$ cat config.mk
export PLATFORM = sky130hd
export DESIGN_NAME = xm_mem_arbiter
export DESIGN_NICKNAME = d
export VERILOG_FILES = /design/src/rtl/xm_mem_arbiter_pkg.sv /design/src/rtl/xm_req_latch.sv /design/src/rtl/xm_mem_arbiter.sv
export SDC_FILE = /design/constraint.sdc
export NUM_CORES = 1
export LEC_CHECK = 0
export CAP_MARGIN = 40
export CORE_UTILIZATION = 49
export DETAILED_ROUTE_END_ITERATION = 6
export GPL_TIMING_DRIVEN = 0
export PLACE_DENSITY = 0.78
export SLEW_MARGIN = 20
export SYNTH_ARGS = -nofsm -noshare
export SYNTH_HDL_FRONTEND = slang
export SYNTH_SLANG_ARGS = --single-unit
$ cat constraint.sdc
create_clock -name clk_i -period 5.48 [get_ports clk_i]
set_input_delay 0.548 -clock clk_i [delete_from_list [all_inputs] [get_ports clk_i]]
set_output_delay 0.548 -clock clk_i [all_outputs]
set_load 0.005 [all_outputs]
$ cat src/rtl/xm_mem_arbiter_pkg.sv
// xm_pkg: shared arbiter state type and requester indices
package xm_pkg;
  typedef enum logic [1:0] {ARB_IDLE, ARB_CPU, ARB_DMA} arb_state_t;
  localparam int REQ_CPU = 0;
  localparam int REQ_DMA = 1;
endpackage

$ cat src/rtl/xm_req_latch.sv
// xm_req_latch: captures one requester's pulse, holds its fields until served, returns completion status
module xm_req_latch #(
  parameter int WORD = 16
) (
  input  logic            clk,
  input  logic            rst,
  input  logic            en,
  input  logic            rw,
  input  logic            byte_sel,
  input  logic [WORD-1:0] adr,
  input  logic [WORD-1:0] wdata,
  input  logic            done,
  input  logic            timeout,
  input  logic [WORD-1:0] mem_rdata,
  output logic            pend,
  output logic            rw_q,
  output logic            byte_q,
  output logic [WORD-1:0] adr_q,
  output logic [WORD-1:0] wdata_q,
  output logic [WORD-1:0] rdata,
  output logic            rdy,
  output logic            err
);
  always_ff @(posedge clk or posedge rst)
    if (rst) begin
      pend <= 1'b0;
      rw_q <= 1'b0;
      byte_q <= 1'b0;
      adr_q <= '0;
      wdata_q <= '0;
      rdata <= '0;
      rdy <= 1'b0;
      err <= 1'b0;
    end else begin
      rdy <= done;
      err <= done && timeout;
      if (done && (timeout || !rw_q)) rdata <= timeout ? '1 : mem_rdata;
      // a new pulse on the completion edge re-arms immediately
      if (en && (!pend || done)) begin
        pend <= 1'b1;
        rw_q <= rw;
        byte_q <= byte_sel;
        adr_q <= adr;
        wdata_q <= wdata;
      end else if (done) pend <= 1'b0;
    end
endmodule

$ cat src/rtl/xm_mem_arbiter.sv
// xm_mem_arbiter: shares one memory port between CPU and DMA with CPU priority and a DMA starvation bound
module xm_mem_arbiter
  import xm_pkg::*;
#(
  parameter int WORD = 16,
  parameter int DMA_MAX_WAIT = 4,
  parameter int TIMEOUT = 64
) (
  input  logic            clk_i,
  input  logic            arst_i,
  input  logic            cpuEn_i,
  input  logic            cpuRW_i,
  input  logic            cpuByte_i,
  input  logic [WORD-1:0] cpuAdr_i,
  input  logic [WORD-1:0] cpuWData_i,
  output logic            cpuBusy_o,
  output logic            cpuRdy_o,
  output logic            cpuErr_o,
  output logic [WORD-1:0] cpuRData_o,
  input  logic            dmaEn_i,
  input  logic            dmaRW_i,
  input  logic            dmaByte_i,
  input  logic [WORD-1:0] dmaAdr_i,
  input  logic [WORD-1:0] dmaWData_i,
  output logic            dmaBusy_o,
  output logic            dmaRdy_o,
  output logic            dmaErr_o,
  output logic [WORD-1:0] dmaRData_o,
  output logic            memEn_o,
  output logic            memRW_o,
  output logic            memByte_o,
  output logic [WORD-1:0] memAdr_o,
  output logic [WORD-1:0] memWData_o,
  input  logic            memAck_i,
  input  logic [WORD-1:0] memRData_i
);
  localparam int TW = $clog2(TIMEOUT + 1);
  localparam int WW = $clog2(DMA_MAX_WAIT + 1);
  localparam logic [TW-1:0] T_LAST = TW'(TIMEOUT - 1);
  localparam logic [WW-1:0] W_MAX = WW'(DMA_MAX_WAIT);
  arb_state_t state;
  logic [TW-1:0] tcnt;
  logic [WW-1:0] wait_cnt;
  logic [1:0] en, rw, byt, pend, rw_q, byte_q, done, rdy, err;
  logic [WORD-1:0] adr [2], wdata [2], adr_q [2], wdata_q [2], rdata [2];
  logic expired, grant_cpu, grant_dma, win;
  assign en[REQ_CPU] = cpuEn_i;
  assign en[REQ_DMA] = dmaEn_i;
  assign rw[REQ_CPU] = cpuRW_i;
  assign rw[REQ_DMA] = dmaRW_i;
  assign byt[REQ_CPU] = cpuByte_i;
  assign byt[REQ_DMA] = dmaByte_i;
  assign adr[REQ_CPU] = cpuAdr_i;
  assign adr[REQ_DMA] = dmaAdr_i;
  assign wdata[REQ_CPU] = cpuWData_i;
  assign wdata[REQ_DMA] = dmaWData_i;
  assign expired = tcnt == T_LAST && !memAck_i;
  assign done[REQ_CPU] = state == ARB_CPU && (memAck_i || tcnt == T_LAST);
  assign done[REQ_DMA] = state == ARB_DMA && (memAck_i || tcnt == T_LAST);
  assign grant_dma = state == ARB_IDLE && pend[REQ_DMA] && (!pend[REQ_CPU] || wait_cnt == W_MAX);
  assign grant_cpu = state == ARB_IDLE && pend[REQ_CPU] && !grant_dma;
  assign win = grant_dma;
  for (genvar i = 0; i < 2; i++) begin : g_req
    xm_req_latch #(.WORD(WORD)) u_latch (
      .clk(clk_i), .rst(arst_i), .en(en[i]), .rw(rw[i]), .byte_sel(byt[i]),
      .adr(adr[i]), .wdata(wdata[i]), .done(done[i]), .timeout(expired),
      .mem_rdata(memRData_i), .pend(pend[i]), .rw_q(rw_q[i]), .byte_q(byte_q[i]),
      .adr_q(adr_q[i]), .wdata_q(wdata_q[i]), .rdata(rdata[i]), .rdy(rdy[i]), .err(err[i])
    );
  end
  assign cpuBusy_o = pend[REQ_CPU];
  assign dmaBusy_o = pend[REQ_DMA];
  assign cpuRdy_o = rdy[REQ_CPU];
  assign dmaRdy_o = rdy[REQ_DMA];
  assign cpuErr_o = err[REQ_CPU];
  assign dmaErr_o = err[REQ_DMA];
  assign cpuRData_o = rdata[REQ_CPU];
  assign dmaRData_o = rdata[REQ_DMA];
  always_ff @(posedge clk_i or posedge arst_i)
    if (arst_i) begin
      state <= ARB_IDLE;
      memEn_o <= 1'b0;
      memRW_o <= 1'b0;
      memByte_o <= 1'b0;
      memAdr_o <= '0;
      memWData_o <= '0;
      tcnt <= '0;
      wait_cnt <= '0;
    end else begin
      if (grant_cpu || grant_dma) begin
        state <= grant_dma ? ARB_DMA : ARB_CPU;
        memEn_o <= 1'b1;
        memRW_o <= rw_q[win];
        memByte_o <= byte_q[win];
        memAdr_o <= adr_q[win] & ~WORD'(!byte_q[win]);
        memWData_o <= wdata_q[win];
        tcnt <= '0;
      end else if (|done) begin
        state <= ARB_IDLE;
        memEn_o <= 1'b0;
      end else if (state != ARB_IDLE) tcnt <= tcnt + 1'b1;
      wait_cnt <= (grant_dma || !pend[REQ_DMA]) ? '0 :
                  (grant_cpu && wait_cnt != W_MAX) ? wait_cnt + 1'b1 : wait_cnt;
    end
endmodule

* Word level (Yosys, flattened, before mapping) *
Index checks and enable logic that the tools add are counted.

word-level totals
  bits in registers = 153
  latch bits = 0
  bits in writable memories = 0
  memory bits (read-only) = 0
  input bits = 89
  output and inout port bits = 73
  memories = 0

operators by class
  add/sub/neg operators = 2
  $mul = 0
  divide/modulo/power cells = 0
  order comparisons = 2
  equal/unequal tests = 6
  shifts and indexed selects = 0
  multiplexer cells = 25
  bitwise logic cells = 3
  reductions and logical operators = 38

operator list
  cell                 number
  $mux 16              7
  $mux 7               3
  $and 16x16->16       1
  $not 1->16           1
  $logic_and 1x1->1    14
  $reduce_bool 2->1    6
  $mux 1               10
  $logic_or 1x1->1     8
  $add 7x1->7 const B  1
  $eq 7x6->1 const B   1
  $logic_not 1->1      7
  $mux 2               3
  $mux 3               2
  $add 3x1->3 const B  1
  $eq 3x3->1 const B   1
  $ne 3x3->1 const B   1
  $eq 2x1->1 const B   1
  $eq 2x2->1 const B   1
  $ge 2x2->1 const B   1
  $logic_not 2->1      1
  $lt 1x2->1 const B   1
  $ne 2x2->1 const B   1
  $not 1->2            1
  $reduce_and 2->1     1
  $reduce_or 2->1      1

* Depth between registers and ports, before layout *
  depth after elaboration = 8
  gate-level depth with buffers = 8

* Modules after synthesis *
From an unflattened synthesis, not the netlist that was laid out.

second synthesis, totals
  cells, all modules = 520
  area total of the unflattened synthesis = 6676.4 um2

modules (own cells, without submodules)
  module          instances  cells an instance  area an instance (um2)  sequential area each (um2)
  xm_req_latch    2          142                2142.1                  1326.3
  xm_mem_arbiter  1          236                2392.3                  1176.1

* Worst setup path before layout *
OpenSTA, ideal clock, no wires.

  path type = register -> register
  start = register tcnt[0]
  end = register g_req[1].u_latch.adr_q[0]
  library setup time = 0.125 ns
  arrival = 1.625 ns
  required time = 5.355 ns
  slack = 3.730 ns
  cell stages (with the launch flop) = 7
  path through = dfrtp_1 -> ha_1 -> nand4b_4 -> nor3_4 -> o21ai_4 -> buf_12 -> mux2_4

between the ends
  longest elaborated chain between the ends = 5

RTL lines
  item                    RTL line               text
  from (decl)             xm_mem_arbiter.sv:42   logic [TW-1:0] tcnt;
  from (signal assigned)  xm_mem_arbiter.sv:101  end else if (state != ARB_IDLE) tcnt <= tcnt + 1'b1;
  $eq 7x6->1              xm_mem_arbiter.sv:59   assign done[REQ_DMA] = state == ARB_DMA && (memAck_i || tcnt == T_LAST);
  $logic_or 1x1->1        xm_mem_arbiter.sv:59
  $logic_and 1x1->1       xm_mem_arbiter.sv:59
  $logic_or 1x1->1        xm_req_latch.sv:39     if (en && (!pend || done)) begin
  $logic_and 1x1->1       xm_req_latch.sv:39
  to (signal assigned)    xm_req_latch.sv:43     adr_q <= adr;
  to (decl)               xm_req_latch.sv:18     output logic [WORD-1:0] adr_q,

Every way passes these cells.
A chain may end at the register's enable or synchronous reset.

* Worst setup path in the final report *
  start = register g_req[1].u_latch.pend
  end = register tcnt[3]

between the ends
  longest elaborated chain between the ends = 7
  elaborated cells on any way between the ends = 9
  those cells by class = eq/ne: 1; mux: 1; reduce/logical: 7

RTL lines
  item                                                              RTL line              text
  from (decl)                                                       xm_req_latch.sv:15    output logic pend,
  from (signal assigned)                                            xm_req_latch.sv:26    pend <= 1'b0;
  from (signal assigned)                                            xm_req_latch.sv:40    pend <= 1'b1;
  from (signal assigned)                                            xm_req_latch.sv:45    end else if (done) pend <= 1'b0;
  $logic_and 1x1->1 (*) (2 in series)                               xm_mem_arbiter.sv:60  assign grant_dma = state == ARB_IDLE && pend[REQ_DMA] && (!pend[REQ_CPU] || wait_cnt == W_MAX);
  $logic_not 1->1                                                   xm_mem_arbiter.sv:61  assign grant_cpu = state == ARB_IDLE && pend[REQ_CPU] && !grant_dma;
  $logic_and 1x1->1                                                 xm_mem_arbiter.sv:61
  $logic_or 1x1->1 (*)                                              xm_mem_arbiter.sv:90  if (grant_cpu || grant_dma) begin
  $ne 2x2->1 (no source line) or $reduce_bool 2->1 (tied branches)  --
  $reduce_and 2->1 (no source line)                                 --

Every way passes the cells marked *; elsewhere a longest branch is shown, timed or not.

==> summary.md <==
| Metric | Value |
|---|---|
| Outcome | `complete, no violations` |
| CTS root buffer | `clkbuf_16` |
| DP HPWL | `10700 um` |
| Flop2flop setup slack | `3.44 ns` |
| GR Overflow Total | `0` |
| Unrepaired setup endpoints after global routing | `false` |
| Reg clk slew, reported paths | `around 0.06 ns` |
| Hold/Removal Path Class | `register to register` |
| WS Path Type | `register to register` |
| Clock buffer count from CTS | `17` |
| CP startpoint kind | `register` |
| Antenna violations before repair | `0` |
| FF+latch area | `0.00383 mm2` |
| Placed inst area | `between 0.008 and 0.009 mm2` |
| Levels on crit path | `4` |
| Power Total | `~0.0052 W` |
| EDFF count, synth | `0` |
| Crit-path slowest cell | `o21ai_1` |
| Vias/cell | `5.37` |
| M2 GR Usage | `37.8%` |
| I/O pin count | `162` |
| Layout cell share with drive strength beyond 1 | `19.7%` |
| DIE HEIGHT | `between 100 and 150 um` |
| Crit Path Max Fanout | `10` |
| Layout Cells excl Fill | `approximately 830` |
| Clock skew | `0.0101 ns` |
| Final antenna-violating net count | `0` |
| Hold_ws | `0.484 ns` |
| Setup violations, final | `0` |
| Mapped cell area | `0.00654 mm2` |
| Die X | `118 um` |
| Max-cap violations | `0` |
| Crit path DAT | `around 2.4 ns` |
| Post-CTS Resized | `0` |
| Clk sinks | `153` |
| P&R area growth vs syn | `37.6%` |
| Register-to-Register Path Depth | `4` |
| DRC Markers | `0` |
| Global-route wire length before repair | `25000 um` |
| Normalized max-slew margin | `47.0%` |
| Share of the synthesized area in the top cell type | `58.5%` |
| Synth cell types | `47` |
| Reg2reg start | `g_req[1].u_latch.pend$_DFFE_PP0P_` |
| Worst-Skew Late Latency | `0.42 ns` |
| Post-Syn Area per Cell | `around 14 um2` |
| Via count | `4474` |
| Number of global-route vias before repair | `4804` |
| Final hold violations | `0` |
| Final Critical Period | `2.04 ns` |
| 1st-pass router iterations | `4` |
| Fillers | `933` |
| Total GRT Usage | `23.2%` |
| Crit-path cells | `o21ai_1 -> clkbuf_1 -> o211ai_1 -> o31ai_1` |
| Met3 GRT Util | `6.30%` |
| Tcrit/Tclk final | `37.2%` |
| Pwr dens | `between 500 and 600 mW/mm2` |
| WP data required | `roughly 5.8 ns` |
| Least-Margin Pin Slew | `between 0.7 and 0.8 ns` |
| R2r endpoint | `tcnt[3]$_DFFE_PP0P_` |
| Critical path capture point | `tcnt[3]$_DFFE_PP0P_` |
| Slew Viols, Final | `0` |
| Initial Utilization | `51.0%` |
| Placed Cells | `801` |
| GRT busiest layer | `met2` |
| # hold bufs at CTS | `0` |
| Cell area after layout | `~0.009 mm2` |
| WL per Instance | `18.0 um` |
| Multi-input logic area | `between 0.002 and 0.0025 mm2` |
| Largest net degree at the start of global routing | `about 90` |
| Leak pwr | `between 4 and 5 nW` |
| Slowest stage delay, CP | `0.67 ns` |
| Setup Fix Bufs, Post-CTS | `0` |
| Buf+Inv Stages, Crit Path | `1` |
| Critical Path Start | `g_req[1].u_latch.pend$_DFFE_PP0P_` |
| Die area | `0.0138 mm2` |
| Crit end category | `register` |
| Synth area leader | `dfrtp_1` |
| Cells after synthesis | `467` |
| Post-synthesis sequential area ratio | `58.5%` |
| Row count | `41` |
| Ys flop type | `dfrtp_1` |
| GP Congestion | `0.833` |
| CTS Buffer Depth | `2` |
| WL final | `15000 um` |
| Peak VDD IR | `~0.32 mV` |
| CTS tree | `built` |
| Post-synthesis register bit count | `between 150 and 200` |
| # diodes | `0` |
| Post-synthesis net count | `roughly 560` |
| Initial DRC Count | `216` |
| Top cells by area, synth | `dfrtp_1, mux2_4, mux2i_1` |
| Nets | `740` |
| I/O Buffers | `161` |
| Async SR Flop Fraction | `between 90% and 100%` |
| Synth warnings | `0` |
| CP top delay family | `compound AO/OA/AOI/OAI gates` |
| F_max | `491 MHz` |
| Core area | `0.0128 mm2` |
| Htree depth | `4` |
| Global Route met1 Usage | `between 20% and 30%` |
==> flip-flops by register name, indices dropped and copies added (netlist names), 3 cells and up <==
register,count
wait_cnt,3
memAdr_o,16
tcnt,7
g_req.u_latch.rdata,32
g_req.u_latch.adr_q,32
g_req.u_latch.wdata_q,32
memWData_o,16
==> cells by family after synthesis <==
group           after synthesis  synth area share (%)
mux                         101                  20.2
buf+inv                      33                  3.48
simple gates                 79                  6.66
fa+ha+maj                     3                 0.574
compound gates               98                  10.5
flops                       153                  58.5
==> stage by stage <==
stage / setup WS (ns) / utilization [%] / setup TNS (ns)
5_1_grt: 3.22 / 70.2 / 0
4_1_cts: 3.38 / 70.2 / 0
6_report: 3.44 / 70.2 / 0
3_5_place_dp: 3.06 / 65.5 / 0
2_1_floorplan: 0.811 / - / 0
3_3_place_gp: -0.934 / 65.2 / -141.76
==> final cells by class <==
type | count | area share [%]
flip-flops and latches | 153 | 42.5
clock inverters | 11 | 1.63
inverters | 8 | 0.417
clock buffers | 21 | 5.01
multi-input cells | 281 | 27.6
plain buffers | 25 | 2.20
well taps | 172 | 2.39
repair buffers | 162 | 18.2
==> worst register-to-register path, stage by stage (launching register included) <==
cell and delay [ns]:
dfrtp_1 0.47, o21ai_1 0.67, clkbuf_1 0.53, o211ai_1 0.17, o31ai_1 0.10
==> cells in the mapped netlist (2+ instances only) <==
| master | number |
|---|---|
| a21boi_0 | 4 |
| a21oi_1 | 4 |
| a31oi_1 | 3 |
| buf_12 | 3 |
| buf_2 | 2 |
| buf_4 | 8 |
| buf_6 | 3 |
| clkbuf_1 | 9 |
| dfrtp_1 | 153 |
| ha_1 | 3 |
| inv_1 | 8 |
| mux2_2 | 8 |
| mux2_4 | 60 |
| mux2i_1 | 33 |
| nand2_1 | 41 |
| nand2b_4 | 2 |
| nand3_1 | 9 |
| nand4_1 | 2 |
| nor2_1 | 5 |
| nor2_2 | 2 |
| nor2b_1 | 4 |
| nor3_4 | 2 |
| o211ai_1 | 3 |
| o21ai_0 | 11 |
| o21ai_1 | 29 |
| o21ai_4 | 2 |
| o21bai_1 | 2 |
| o22a_1 | 32 |
| o31ai_1 | 2 |
==> power by group <==
part | leakage [nW] | internal (W) | switching (W)
clock | 0.287 | 0.000728 | 0.000449
sequential | 1.82 | 0.00167 | 0.000329
combinational | 2.13 | 0.00121 | 0.000789
==> routing by layer <==
layer | routed length, um | vias to the layer above
li1 | - | 2049
met1 | 6330 | 2243
met2 | 7320 | 161
met3 | 1040 | 21
met4 | 294 | 0
met5 | 0 | -
==> how the worst min path moves through the flow <==
stage,slack (ns),startpoint,cells past startpoint,to
finish,0.48,memAdr_o[5]$_DFFE_PP0N_,2,memAdr_o[5]$_DFFE_PP0N_
global route,0.50,g_req[1].u_latch.rdata[11]$_DFFE_PP0P_,1,g_req[1].u_latch.rdata[11]$_DFFE_PP0P_
CTS,0.49,memRW_o$_DFFE_PP0N_,2,memRW_o$_DFFE_PP0N_
detailed placement,0.48,memRW_o$_DFFE_PP0N_,2,memRW_o$_DFFE_PP0N_
floorplan,0.47,memByte_o$_DFFE_PP0N_,2,memByte_o$_DFFE_PP0N_
global placement,0.46,memByte_o$_DFFE_PP0N_,2,memByte_o$_DFFE_PP0N_
==> cell usage in the layout, fill, tap and decap left out, types with 2 or more instances in the layout <==
master	instances
mux2_2	8
clkbuf_1	12
nor2_2	2
ha_1	3
buf_12	3
buf_6	3
clkinv_2	3
nor2_1	5
mux2_4	60
nand3_1	9
nand2_1	41
nand2b_4	2
o21ai_4	2
clkdlybuf4s50_1	161
o21ai_0	11
inv_1	7
o22a_1	32
o21ai_1	29
clkinvlp_4	2
o211ai_1	3
clkinv_4	2
mux2i_1	33
a21boi_0	4
nor3_4	2
nand4_1	2
o21bai_1	2
o31ai_1	2
a21oi_1	4
buf_2	2
clkbuf_16	17
buf_4	8
dfrtp_1	153
bufinv_16	3
nor2b_1	4
a31oi_1	3
Power figures use the tool's default switching activity.
